`src/rtl/fifo_ram.sv`:
```
// Single-clock simple dual-port storage for sync_fifo: one write port, one
// registered read port, no reset so it maps onto block RAM.
module fifo_ram #(
    parameter int unsigned DATA_WIDTH = 8,
    parameter int unsigned ADDR_WIDTH = 4
) (
    input  logic                  clk,
    input  logic                  wr_en,
    input  logic [ADDR_WIDTH-1:0] wr_addr,
    input  logic [DATA_WIDTH-1:0] wr_data,
    input  logic                  rd_en,
    input  logic [ADDR_WIDTH-1:0] rd_addr,
    output logic [DATA_WIDTH-1:0] rd_data
);

    localparam int unsigned DEPTH = 1 << ADDR_WIDTH;

    logic [DATA_WIDTH-1:0] mem [DEPTH];

    always_ff @(posedge clk) begin
        if (wr_en) begin
            mem[wr_addr] <= wr_data;
        end
    end

    // rd_data holds its value whenever no read is enabled
    always_ff @(posedge clk) begin
        if (rd_en) begin
            rd_data <= mem[rd_addr];
        end
    end

endmodule

```
`src/rtl/sync_fifo.sv`:
```
// Synchronous FIFO: pointer/count control with registered status flags,
// sticky overflow/underflow and a synchronous flush.
module sync_fifo #(
    parameter int unsigned DATA_WIDTH        = 8,
    parameter int unsigned ADDR_WIDTH        = 4,
    parameter int unsigned ALMOST_FULL_LEVEL = (1 << ADDR_WIDTH) - 2
) (
    input  logic                  clk,
    input  logic                  reset_n,
    input  logic                  clear,
    input  logic [DATA_WIDTH-1:0] data_in,
    input  logic                  we,
    input  logic                  re,
    output logic [DATA_WIDTH-1:0] data_out,
    output logic                  data_valid,
    output logic                  full,
    output logic                  empty,
    output logic                  almost_full,
    output logic [ADDR_WIDTH:0]   count,
    output logic                  overflow,
    output logic                  underflow
);

    localparam int unsigned DEPTH = 1 << ADDR_WIDTH;
    localparam logic [ADDR_WIDTH:0] DEPTH_CNT = (ADDR_WIDTH + 1)'(DEPTH);
    localparam logic [ADDR_WIDTH:0] AF_CNT    = (ADDR_WIDTH + 1)'(ALMOST_FULL_LEVEL);
    localparam logic [ADDR_WIDTH:0] CNT_ONE   = (ADDR_WIDTH + 1)'(1);
    localparam logic [ADDR_WIDTH-1:0] PTR_ONE = ADDR_WIDTH'(1);

    logic [ADDR_WIDTH-1:0] wr_ptr;
    logic [ADDR_WIDTH-1:0] rd_ptr;
    logic                  wr_ok;
    logic                  rd_ok;

    // Flags come from the registered count only, never from the pointers
    always_comb begin
        full        = (count == DEPTH_CNT);
        empty       = (count == '0);
        almost_full = (count >= AF_CNT);
        wr_ok       = we & ~full & ~clear;
        rd_ok       = re & ~empty & ~clear;
    end

    always_ff @(posedge clk or negedge reset_n) begin
        if (!reset_n) begin
            wr_ptr     <= '0;
            rd_ptr     <= '0;
            count      <= '0;
            data_valid <= 1'b0;
            overflow   <= 1'b0;
            underflow  <= 1'b0;
        end else if (clear) begin
            wr_ptr     <= '0;
            rd_ptr     <= '0;
            count      <= '0;
            data_valid <= 1'b0;
            overflow   <= 1'b0;
            underflow  <= 1'b0;
        end else begin
            data_valid <= rd_ok;
            if (wr_ok) begin
                wr_ptr <= wr_ptr + PTR_ONE;
            end
            if (rd_ok) begin
                rd_ptr <= rd_ptr + PTR_ONE;
            end
            case ({wr_ok, rd_ok})
                2'b10:   count <= count + CNT_ONE;
                2'b01:   count <= count - CNT_ONE;
                default: count <= count;
            endcase
            if (we && full) begin
                overflow <= 1'b1;
            end
            if (re && empty) begin
                underflow <= 1'b1;
            end
        end
    end

    fifo_ram #(
        .DATA_WIDTH(DATA_WIDTH),
        .ADDR_WIDTH(ADDR_WIDTH)
    ) u_ram (
        .clk     (clk),
        .wr_en   (wr_ok),
        .wr_addr (wr_ptr),
        .wr_data (data_in),
        .rd_en   (rd_ok),
        .rd_addr (rd_ptr),
        .rd_data (data_out)
    );

endmodule

```
`config.mk`:
```
export PLATFORM = sky130hd
export DESIGN_NAME = sync_fifo
export DESIGN_NICKNAME = d
export VERILOG_FILES = /design/src/rtl/fifo_ram.sv /design/src/rtl/sync_fifo.sv
export SDC_FILE = /design/constraint.sdc
export NUM_CORES = 1
export LEC_CHECK = 0
export CORE_UTILIZATION = 64
export DETAILED_ROUTE_END_ITERATION = 8
export HOLD_SLACK_MARGIN = 0.06
export MAX_ROUTING_LAYER = met4
export PLACE_DENSITY = 0.86
export SETUP_SLACK_MARGIN = 0.2
export SLEW_MARGIN = 40
export SYNTH_ARGS = -nofsm -noshare
export SYNTH_HDL_FRONTEND = slang
export SYNTH_SLANG_ARGS = --single-unit
```
`constraint.sdc`:
```
create_clock -name clk -period 6.98 [get_ports clk]
set_input_delay 1.396 -clock clk [delete_from_list [all_inputs] [get_ports clk]]
set_output_delay 1.396 -clock clk [all_outputs]
set_load 0.02 [all_outputs]
```
==> results.toml <==
[timing]
slew_headroom = 0.402
drv_slew = 0
fin_setup_tns_ns = 0
fmax_mhz = 252
period_minus_slack_ns = 3.96
fin_crit_sh = 0.568
setup_violations = 0
grt_setup_unrepaired = "false"
timing.hold.ws_ns = 0.517
finalHoldViolations = 0
setup_ws_ns = 3.02
fin_worst_skew_ns = 0.00809
worst-slew-pin-transition_ns = 0.893

[yosys]
yosys_most_used_dff = "edfxtp_1"
synth_area_mm2 = 0.00630
synth_top_area_frac = 0.648
yosys_warnings = 0
ys_ff_latch = 152
synth_edf_count = 136
synth_cell_types = 49
synth_seq_area_share = 0.712
synth.area.top_cells = "edfxtp_1 (65%), mux4_2 (14%), dfrtp_1 (6.4%)"
synth_cells = 334
synth_nets = 354
synth_top_area_cell = "edfxtp_1"
async_flop_share = 0.105
syn-mean-instance-area_um2 = 18.9

[cells_and_area]
drive_gt1_frac = 0.249
syn_to_final_growth_pct = 16.4
nets = 388
multi_input_area_mm2 = 0.00177
seq_area_mm2 = 0.00449
fillers = 534
fin_util = 0.782
antenna_cells = 0
fin_area_mm2 = 0.00733

[route]
ant_nets = 0
routedWlPerCell_um = 26.4
vias = 3402
detail_route.first_pass.iterations = 5
route.detailed.drc = 0
wl_um = 13500
viasPerCell = 6.67
drtIter0Drc = 293

[floorplanning]
dieArea_mm2 = 0.0102
die_h_um = 101
io_pins = 32
start_util = 0.672
core_mm2 = 0.00937
die_w_um = 101
fp-row-count = 35

[critical_path]
crit_path_top_delay_cell = "or4_4"
reg2reg_to = "count[4]"
rrSetupSlack_ns = 4.07
critPathLaunchType = "flip-flop"
regToRegStartpoint = "count[1]"
crit_type = "flip-flop to output port"
critical_path.max_fanout = 10
max_stage_delay_ns = 0.67
critPathCaptureType = "output port"
ff2ff_path_depth = 8
worstPathArrival_ns = 2.57
crit_required_ns = 5.58
crit_chain = "or4_4, nor2_1, clkdlybuf4s50_1"

[global_routing]
antenna_found_initial = 0
overflow = 0
grt_start_max_net_pins = 30
gr-usage-all-layers = 0.301
grt_pass1_wl_um = 19900
grt_pass1_vias = 3413

[clock_network]
root_buffer = "clkbuf_8"
insertion_delay_ns = 0.52
cts_tree = "yes"
holdBufCountCts = 0
cts_max_path_buffers = 2
cts_made_buffers = 17
cts_resized = 0
postCtsSetupBuffers = 0
path_clk_slew_ns = 0.06
htreeDepth = 4
clock-sinks = 152

[hold_path]
min_to = "overflow"
holdCritStartpoint = "overflow"
min_path_cells = 2
hold_class = "flip-flop to flip-flop"

[power_and_ir_drop]
powerDensity_mw_per_mm2 = 321
max-vdd-ir-drop_uv = 249
p_leak_nw = 2.43

[placement]
place_area_mm2 = 0.00677
place_congestion = 0.807
pre_cts_ws_ns = 2.74
hpwlAfterDp_um = 8190
port_buffers = 31

[status]
outcome = "complete, no violations"

[flow_run]
max_cap_violations = 0
==> synthesized netlist by cell type (2+ instances only) <==
| cell type | count |
|---|---|
| nor3_1 | 6 |
| ha_1 | 7 |
| nand3_1 | 7 |
| nand2b_1 | 2 |
| mux4_2 | 40 |
| buf_6 | 2 |
| clkbuf_1 | 13 |
| o21ai_0 | 4 |
| o211ai_1 | 2 |
| nor4_1 | 2 |
| dfrtp_1 | 16 |
| inv_1 | 4 |
| edfxtp_1 | 136 |
| a21oi_1 | 7 |
| xor2_1 | 5 |
| nor2_1 | 22 |
| xnor2_1 | 2 |
| nor2b_1 | 3 |
| nor4b_1 | 2 |
| buf_2 | 5 |
| nand2_1 | 6 |
| nand3b_1 | 2 |
| a21o_1 | 2 |
| and3_1 | 6 |
| mux2i_1 | 5 |
| o21a_1 | 2 |
| a21boi_0 | 2 |
==> kinds of logic (layout without fill, tap and decap cells) <==
kind of cell,Yosys count,count (layout),synth area share
AOI/OAI and AO/OA,30,30,0.0340
xor gates and xnor gates,7,7,0.00973
adders and majority gates,7,7,0.0139
buffers and inverters,25,72,0.0183
DFF,152,152,0.712
muxes,47,47,0.155
and+or+nand+nor,66,66,0.0576
==> flip-flops by register name, summed over array words and instances, names as in the netlist <==
name and count:
u_ram.rd_data 8, count 5, overflow 1, underflow 1
wr_ptr 4, u_ram.mem 128, data_valid 1, rd_ptr 4
==> how the worst max path moves through the flow <==
stage	start	endpoint	slack, ns	cells after the start
after CTS	count[1]	empty	2.99	3
after floorplan	clear	count[4]	3.52	9
after global routing	count[1]	empty	2.91	3
final	count[1]	empty	3.02	3
after global placement	re	count[4]	2.79	9
after detailed placement	re	count[4]	2.74	9
==> report_power, final <==
part / leakage (nW) / switching [W] / internal, W
clock: 0.273 / 0.000369 / 0.000482
sequential: 1.44 / 0.0000475 / 0.00103
combinational: 0.717 / 0.000209 / 0.000217
==> worst max-delay path: cells and delay by family (launching register included) <==
kind	cells	cell delay [ns]
flops	1	0.51
buf+inv	1	0.65
simple gates	2	0.89
==> area by class of cell <==
type	count	area share
multi-input combinational	157	0.241
inverter	4	0.00205
timing repair buffer	36	0.0468
clock buffer	18	0.0570
clock inverter	14	0.0193
sequential	152	0.612
tap	129	0.0220
==> cells in the final DEF, fill, tap and decap left out, types with 4 or more instances in the layout <==
| cell type | Yosys | layout |
|---|---|---|
| a21oi_1 | 7 | 7 |
| and3_1 | 6 | 6 |
| buf_4 | 0 | 5 |
| clkbuf_16 | 0 | 16 |
| clkdlybuf4s50_1 | 0 | 30 |
| clkinv_4 | 0 | 5 |
| dfrtp_1 | 16 | 15 |
| edfxtp_1 | 136 | 136 |
| ha_1 | 7 | 7 |
| inv_1 | 4 | 4 |
| mux2i_1 | 5 | 5 |
| mux4_2 | 40 | 40 |
| nand2_1 | 6 | 6 |
| nand3_1 | 7 | 7 |
| nor2_1 | 22 | 18 |
| nor2_2 | 0 | 4 |
| o21ai_0 | 4 | 4 |
| xor2_1 | 5 | 5 |
==> metal layers <==
metal | GRT usage | wire, um | vias to the layer above
li1 | - | - | 1417
met1 | 0.376 | 4980 | 1738
met2 | 0.478 | 6970 | 207
met3 | 0.0600 | 971 | 40
met4 | 0.151 | 525 | 0
met5 | - | 0 | -
==> stage by stage <==
step	total power, W	std cells
floorplan	0.00139	334
global placement	0.00150	478
detailed placement	0.00152	478
CTS	0.00236	510
global route	0.00243	510
finish	0.00235	510
Note: power is estimated with default switching activity, not from simulation.
